`config.mk`:
```
export PLATFORM = sky130hd
export DESIGN_NAME = branch_predict_unit
export DESIGN_NICKNAME = d
export VERILOG_FILES = /design/src/rtl/branch_predict_unit.sv
export SDC_FILE = /design/constraint.sdc
export NUM_CORES = 1
export LEC_CHECK = 0
export BUFFER_PORTS_ARGS = -buffer_cell sky130_fd_sc_hd__buf_2
export CAP_MARGIN = 10
export CORE_UTILIZATION = 55
export DETAILED_ROUTE_END_ITERATION = 10
export PLACE_DENSITY_LB_ADDON = 0.08
export SYNTH_ARGS = -nofsm -noshare
export SYNTH_HDL_FRONTEND = slang
export SYNTH_SLANG_ARGS = --single-unit
```
`constraint.sdc`:
```
create_clock -name CLK -period 5.52 [get_ports CLK]
set_input_delay 0.552 -clock CLK [delete_from_list [all_inputs] [get_ports CLK]]
set_output_delay 0.552 -clock CLK [all_outputs]
set_load 0.05 [all_outputs]
```
`src/rtl/branch_predict_unit.sv`:
```
// Branch prediction unit: direct-mapped BTB with 2-bit saturating counters,
// registered IF/ID prediction, and saturating resolved/mispredict statistics.
module branch_predict_unit #(
  parameter int unsigned ENTRIES = 16
) (
  input  logic        CLK,
  input  logic        RST,
  input  logic [31:0] pc,
  input  logic        IF_ID_Freeze,
  input  logic        Flush,
  input  logic        Invalidate_All,
  input  logic        Update_Valid__EX_MEM,
  input  logic [31:0] Update_PC__EX_MEM,
  input  logic        Branch_Taken__EX_MEM,
  input  logic [31:0] Branch_Target_Addr__EX_MEM,
  input  logic        Pred_Taken__EX_MEM,
  output logic        BPU__Branch_Taken__IF_ID,
  output logic [31:0] BPU__Branch_Target_Addr__IF_ID,
  output logic [15:0] Branch_Count,
  output logic [15:0] Mispredict_Count
);

  localparam int unsigned IDX     = $clog2(ENTRIES);
  localparam int unsigned TAG_W   = 32 - IDX - 2;
  localparam int unsigned CNT_W   = 16;
  localparam logic [1:0]  CTR_RST = 2'b01;
  localparam logic [1:0]  CTR_NEW = 2'b10;
  localparam logic [1:0]  CTR_MAX = 2'b11;
  localparam logic [1:0]  CTR_MIN = 2'b00;
  localparam logic [CNT_W-1:0] CNT_MAX = '1;

  logic [ENTRIES-1:0] valid_q;
  logic [1:0]         ctr_q [ENTRIES];
  logic [TAG_W-1:0]   tag_q [ENTRIES];
  logic [31:0]        tgt_q [ENTRIES];

  // Instruction-word alignment bits never take part in indexing or tagging.
  logic unused_align_bits;
  assign unused_align_bits = ^{pc[1:0], Update_PC__EX_MEM[1:0]};

  // Fetch-side lookup against the table as it stands before this edge
  logic [IDX-1:0]   l_idx;
  logic [TAG_W-1:0] l_tag;
  logic             l_hit;
  logic             l_taken;
  logic [31:0]      l_next;

  always_comb begin
    l_idx   = pc[IDX+1:2];
    l_tag   = pc[31:IDX+2];
    l_hit   = valid_q[l_idx] && (tag_q[l_idx] == l_tag);
    l_taken = l_hit && ctr_q[l_idx][1];
    l_next  = l_taken ? tgt_q[l_idx] : (pc + 32'd4);
  end

  // Resolve-side decode: hit test, counter step and mispredict classification
  logic [IDX-1:0]   u_idx;
  logic [TAG_W-1:0] u_tag;
  logic             u_hit;
  logic [1:0]       u_ctr_nxt;
  logic             u_train;
  logic             u_alloc;
  logic             u_wr_tgt;
  logic             u_mispredict;

  always_comb begin
    u_idx        = Update_PC__EX_MEM[IDX+1:2];
    u_tag        = Update_PC__EX_MEM[31:IDX+2];
    u_hit        = valid_q[u_idx] && (tag_q[u_idx] == u_tag);
    u_ctr_nxt    = ctr_q[u_idx];
    u_train      = 1'b0;
    u_alloc      = 1'b0;
    u_wr_tgt     = 1'b0;
    u_mispredict = 1'b0;

    if (Branch_Taken__EX_MEM) begin
      if (ctr_q[u_idx] != CTR_MAX) u_ctr_nxt = ctr_q[u_idx] + 2'd1;
    end else begin
      if (ctr_q[u_idx] != CTR_MIN) u_ctr_nxt = ctr_q[u_idx] - 2'd1;
    end

    if (Update_Valid__EX_MEM && !Invalidate_All) begin
      u_train  = u_hit;
      u_alloc  = !u_hit && Branch_Taken__EX_MEM;
      u_wr_tgt = Branch_Taken__EX_MEM;
    end

    if (Update_Valid__EX_MEM) begin
      if (Pred_Taken__EX_MEM != Branch_Taken__EX_MEM) begin
        u_mispredict = 1'b1;
      end else if (Pred_Taken__EX_MEM &&
                   (!u_hit || (tgt_q[u_idx] != Branch_Target_Addr__EX_MEM))) begin
        u_mispredict = 1'b1;
      end
    end
  end

  // Valid bits and counters; invalidate wins over any same-cycle training
  always_ff @(posedge CLK or negedge RST) begin
    if (!RST) begin
      valid_q <= '0;
      for (int unsigned i = 0; i < ENTRIES; i++) begin
        ctr_q[i] <= CTR_RST;
      end
    end else if (Invalidate_All) begin
      valid_q <= '0;
    end else if (u_train) begin
      ctr_q[u_idx] <= u_ctr_nxt;
    end else if (u_alloc) begin
      valid_q[u_idx] <= 1'b1;
      ctr_q[u_idx]   <= CTR_NEW;
    end
  end

  // Tags and targets are qualified by valid bits, so they carry no reset
  always_ff @(posedge CLK) begin
    if (u_wr_tgt) begin
      tgt_q[u_idx] <= Branch_Target_Addr__EX_MEM;
    end
    if (u_alloc) begin
      tag_q[u_idx] <= u_tag;
    end
  end

  // IF/ID prediction register: flush beats freeze
  always_ff @(posedge CLK or negedge RST) begin
    if (!RST) begin
      BPU__Branch_Taken__IF_ID       <= 1'b0;
      BPU__Branch_Target_Addr__IF_ID <= '0;
    end else if (Flush) begin
      BPU__Branch_Taken__IF_ID       <= 1'b0;
      BPU__Branch_Target_Addr__IF_ID <= '0;
    end else if (!IF_ID_Freeze) begin
      BPU__Branch_Taken__IF_ID       <= l_taken;
      BPU__Branch_Target_Addr__IF_ID <= l_next;
    end
  end

  // Saturating statistics counters
  always_ff @(posedge CLK or negedge RST) begin
    if (!RST) begin
      Branch_Count     <= '0;
      Mispredict_Count <= '0;
    end else begin
      if (Update_Valid__EX_MEM && (Branch_Count != CNT_MAX)) begin
        Branch_Count <= Branch_Count + CNT_W'(1);
      end
      if (u_mispredict && (Mispredict_Count != CNT_MAX)) begin
        Mispredict_Count <= Mispredict_Count + CNT_W'(1);
      end
    end
  end

endmodule

```
==> Word-level counts from Yosys, hierarchy flattened <==
Memories as Yosys holds them, arrays and structs flattened.
Index checks and enable logic that the tools add are counted.
{ "totals": {"word_cells": 106, "output_inout_bits": 65, "reg_bits": 113, "in_bits": 104, "ramBits": 928, "mem_count": 2} }
{ "mem_list": {"columns": ["name", "words", "word_bits", "rd", "rd_clocked_by_memory_dff", "write_ports", "line_no", "text"], "rows": [
  ["tgt_q", 16, 32, 2, 0, 1, "35", "logic [31:0] tgt_q [ENTRIES];"],
  ["tag_q", 16, 26, 2, 0, 1, "34", "logic [TAG_W-1:0] tag_q [ENTRIES];"]
]} }
{ "op_classes": {"n_eq_ne": 9, "muxes": 38, "n_reduce_logical": 18, "n_bitwise": 7, "addsub": 5, "order_cmp": 6} }
{ "op_table": {"columns": ["operator", "n"], "rows": [
  ["two-way mux 32 bit", 5],
  ["equality test 26 bit", 2],
  ["two-way mux 16 bit", 3],
  ["adder 16 x 1 -> 16 bit (second input constant)", 2],
  ["adder 32 x 3 -> 32 bit (second input constant)", 1],
  ["bitwise mux 32 bit", 1],
  ["inequality test 16 bit (second input constant)", 2],
  ["inequality test 32 bit", 1],
  ["OR 16 bit", 2],
  ["bitwise AND 16 bit", 1],
  ["binary-select mux 2 bit (select 4 bit)", 2],
  ["two-way mux 2 bit", 8],
  ["NOT 16 bit", 1],
  ["two-way mux 1 bit", 15],
  [">= comparator 5 bit (second input constant)", 2],
  ["logical AND 1 bit", 10],
  ["< comparator 4 x 5 -> 1 bit (second input constant)", 2],
  ["NOT 4 -> 5 bit", 2],
  ["binary-select mux 1 bit (select 4 bit)", 2],
  ["demux 2 bit (select 4 bit)", 1],
  ["nonzero test 2 bit", 3],
  ["< comparator 5 x 1 -> 1 bit (second input constant)", 1],
  ["demux 1 bit (select 4 bit)", 1],
  [">= comparator 4 x 1 -> 1 bit (second input constant)", 1],
  ["9 further kinds", 12]
]} }

==> Longest topological paths before layout <==
{ "logic_depth": {"word_depth": 10, "depth_mapped": 20, "depth_no_buf": 10} }

==> Worst setup path before layout <==
Ideal clock, no wire load.
{ "synth_timing": {"path_type": "input -> register", "from": "in Update_PC__EX_MEM[2]", "to": "mem tag_q[2][0] (netlist name) (enable)", "n_path_buf": 3, "setup_time_ps": 444, "t_required_ps": 5076, "stages": 10, "setup_slack_ps": 537, "arrival_time_ps": 4539, "path_cell_list": "buf_2 > buf_2 > buf_1 > mux4_2 > a22o_1 > nor2_1 > nand4b_1 > nand4b_1 > nor4_4 > nor3_1"} }
{ "synth_via": {"elab_chain_cells": 8, "word_cells_on_any_way": 10, "cone_classes": "eq/ne: 1; mux: 5; reduce/logical: 3; memory: 1"} }
{ "synth_rtl": {"columns": ["item", "line_no", "text"], "rows": [
  ["from (decl)", "13", "input logic [31:0] Update_PC__EX_MEM,"],
  ["memory (16 x 26 bit) or binary-select mux 1 bit (select 4 bit) (tied branches)", null, null],
  ["equality test 26 bit or two-way mux 1 bit (tied branches)", "69", "u_hit = valid_q[u_idx] && (tag_q[u_idx] == u_tag);"],
  ["logical AND 1 bit", "69", null],
  ["zero test 1 bit", "84", "u_alloc = !u_hit && Branch_Taken__EX_MEM;"],
  ["logical AND 1 bit", "84", null],
  ["two-way mux 1 bit", "82", "if (Update_Valid__EX_MEM && !Invalidate_All) begin"],
  ["two-way mux 1 bit", "120", "if (u_alloc) begin"],
  ["two-way mux 1 bit (implied by the code)", "121", "tag_q[u_idx] <= u_tag;"],
  ["to (decl)", "34", null]
]} }
Several ways; a longest one is shown, not always the timed one. The select of a mux whose other input is x is not followed.

==> Final worst setup path <==
{ "layout_timing": {"from": "in Update_PC__EX_MEM[5]", "to": "reg Mispredict_Count[12]"} }
{ "layout_via": {"elab_chain_cells": 10, "word_cells_on_any_way": 14, "cone_classes": "eq/ne: 2; mux: 5; reduce/logical: 5; memory: 2"} }
{ "layout_rtl": {"columns": ["item", "line_no", "text"], "rows": [
  ["memory (16 x 26 bit) or binary-select mux 1 bit (select 4 bit) (tied branches)", null, null],
  ["equality test 26 bit or two-way mux 1 bit (tied branches)", "69", null],
  ["logical AND 1 bit", "69", null],
  ["zero test 1 bit", "92", "(!u_hit || (tgt_q[u_idx] != Branch_Target_Addr__EX_MEM))) begin"],
  ["logical OR 1 bit (*)", "92", null],
  ["logical AND 1 bit (*)", "91", "end else if (Pred_Taken__EX_MEM &&"],
  ["two-way mux 1 bit (*)", "91", null],
  ["two-way mux 1 bit (*)", "89", "if (Pred_Taken__EX_MEM != Branch_Taken__EX_MEM) begin"],
  ["two-way mux 1 bit (*)", "88", "if (Update_Valid__EX_MEM) begin"],
  ["logical AND 1 bit (*)", "148", "if (u_mispredict && (Mispredict_Count != CNT_MAX)) begin"],
  ["to (signal assigned)", "149", "Mispredict_Count <= Mispredict_Count + CNT_W'(1);"],
  ["to (decl)", "20", "output logic [15:0] Mispredict_Count"]
]} }
Every way passes the cells marked *; elsewhere a longest branch is shown, timed or not. The select of a mux whose other input is x is not followed.
A chain may end at the register's enable or synchronous reset.

==> flow_summary.ini <==
[outcome]
outcome = completed

[clock_network]
tritoncts = done
clk_latency_ns = 0.69
clock_sinks = 1041
clock_path_buffers = 3
htree_levels = 3
clk_pin_slew_ns = 0.06
cts_root_buffer = clkbuf_16
cts_buffers = 108

[cells_and_area]
fillers = 6346
fin_nets = 3225
drive_gt1_share_pct = 30.9
design_area_mm2 = 0.0568
ff_latch_area_mm2 = 0.0307
fin_cells = 4383
syn2layout_area_growth_pct = 12.8
multi_input_area_mm2 = 0.0188
postLayoutCoreUtil_pct = 62.9

[floorplan]
fp.coreArea_mm2 = 0.0903
io_pins = 169
initial_core_util_pct = 55.7
die_area_mm2 = 0.0927
fp-row-count = 110
fp.dieH_um = 305
die_w_um = 305

[route]
detail-route-antenna-nets = 0
via_per_inst = 7.09
drc = 0
via_count = 31087
routed_wl_um = 153000
first_pass_iters = 7
routedWlPerCell_um = 34.9
first_iter_violations = 4395

[setup_path]
cp_max_fo = 53
worst_setup_path_start_kind = primary input
worstPathRequired_ns = 6.08
cp-end-kind = flop
cp.arrival_ns = 5.07
worst-setup-path-type = primary input to flop

[sta]
timing.fmax_mhz = 222
worst_pin_slew_ns = 1.21
slew_violations = 0
tns_ns = 0
hold_viol = 0
rsz0062_at_grt = false
fin_crit_ns = 4.51
setup_viol = 0
holdWs_ns = 0.206
relSlewSlack_pct = 19.3
skew_ns = 0.0279
finalCritPeriodShare_pct = 81.6
setup_slack_ns = 1.01

[grt]
grt_max_degree = 79
grt_pass1_wl_um = 220000
grt_pass1_vias = 30921
grt_antenna_before_repair = 14
gr-total-overflow = 0
grt_usage_pct = 33.2

[placement]
port_buffers = 166
gp_congestion = 0.900
dpl-instance-area_mm2 = 0.0532
place_ws_ns = 0.381
hpwl_um = 97700
dp.cells = 4183

[logic_synthesis]
synth_nets = 3018
synth_top_area_cell = edfxtp_1
synth_flop_cell = edfxtp_1
yosys_warnings = 0
syn_inst = 2911
syn-cell-area_mm2 = 0.0503
synth_edf_count = 928
synth_top_area_share_pct = 55.4
ys_ff_latch = 1041
async_reset_ff_share_pct = 10.9
syn_avg_cell_area_um2 = 17.3
yosysSeqAreaShare_pct = 61.0
ys_types = 79
synth_area_leaders = edfxtp_1, mux4_2, dfrtp_1

[power_and_ir_drop]
total_power_mw = 18.2
power_leakage_nw = 19.1
power_density_mw_per_mm2 = 321
vdd_drop_max_mv = 0.306

[run]
drv_cap = 0

[hold_path]
min_path_type = primary input to flop
==> final cells by class <==
| type | count | share of cell area [%] |
|---|---|---|
| flip-flops and latches | 1041 | 54.1 |
| well taps | 1176 | 2.59 |
| multi-input cells | 1654 | 33.2 |
| clock buffers | 144 | 5.29 |
| clock inverters | 51 | 0.970 |
| repair buffers | 295 | 3.76 |
| inverters | 18 | 0.119 |
| diodes | 4 | 0.0176 |
==> routing by layer <==
layer  global-route usage, %  vias up  share of wire, %
li1                        -    12465                 -
met1                    48.5    16321                40
met4                    9.89       12               2.8
met5                       0        -             0.052
met2                    50.2     2011                46
met3                    7.60      278                11
==> cell families (layout without fill, tap and decap cells) <==
logic type	after synthesis	in the layout	synth area share [%]
DFF	1041	1041	61.0
xor gates and xnor gates	143	143	2.49
and+or+nand+nor	468	468	4.38
other	0	4	0
adders and majority gates	5	5	0.114
muxes	703	703	25.3
AOI/OAI and AO/OA	335	335	4.59
buffers and inverters	216	508	2.09
==> repair_timing <==
item	CTS	global route
setup buffers	0	0
resized for setup	0	0
hold buffers	1	0
hold endpoints to repair	33	0
==> cells in the mapped netlist, types with 32 or more instances <==
cell and count:
edfxtp_1 928, a211oi_1 40, nor2_1 161, a21oi_1 59
xor2_1 45, o21ai_0 54, buf_1 34, mux2i_1 227
nand2_1 114, nor3_1 32, buf_2 44, dfrtp_1 97
a22oi_1 45, nand3_1 47, xnor2_1 98, mux4_2 454
clkbuf_1 87
==> state kept, by name, summed over array words and instances (netlist names) <==
name	count
Branch_Count	16
tag_q	416
BPU__Branch_Taken__IF_ID	1
BPU__Branch_Target_Addr__IF_ID	32
valid_q	16
Mispredict_Count	16
tgt_q	512
ctr_q	32
==> path summary, 6_finish.rpt <==
check,slack (ns),depth (start not counted),endpoint,startpoint
worst max-delay path,1.01,13,Mispredict_Count[12],Update_PC__EX_MEM[5]
worst min-delay path,0.21,3,Branch_Count[2],Update_Valid__EX_MEM
worst max register to register,1.07,10,tag_q[14][17],tag_q[14][6]
worst min register to register,0.49,2,ctr_q[22],ctr_q[22]
max in group asynchronous,3.72,3,valid_q[1],RST
min in group asynchronous,0.47,2,BPU__Branch_Target_Addr__IF_ID[19],RST
==> critical path: stages <==
cell and delay (ns):
buf_8 0.43, buf_4 0.29, nor2b_2 0.58, buf_4 0.40, a22oi_1 0.16, a21oi_1 0.28
nor3_1 0.15, or4_1 0.52, nor4_1 0.46, nand4_1 0.37, buf_4 0.32, nand4_1 0.13
mux2_2 0.34
==> power breakdown <==
group | internal [mW] | leakage, nW | switching [mW]
Clock | 4.35 | 1.74 | 3.04
Combinational | 0.756 | 7.61 | 1.25
Sequential | 8.72 | 9.79 | 0.122
Total | 13.8 | 19.1 | 4.42
==> layout by cell type, fill, tap and decap left out, drive strengths merged, types with 17 or more instances in the layout <==
cell type    n
a211oi      40
a21oi       59
a221oi      21
a22o        22
a22oi       45
a31oi       20
and3        21
buf        294
clkbuf     144
clkinv      36
dfrtp       97
edfxtp     928
inv         19
mux2        22
mux2i      227
mux4       454
nand2      114
nand3       48
nand4       19
nor2       163
nor2b       17
nor3        32
o21ai       60
xnor2       98
xor2        45
Power figures use the tool's default switching activity.
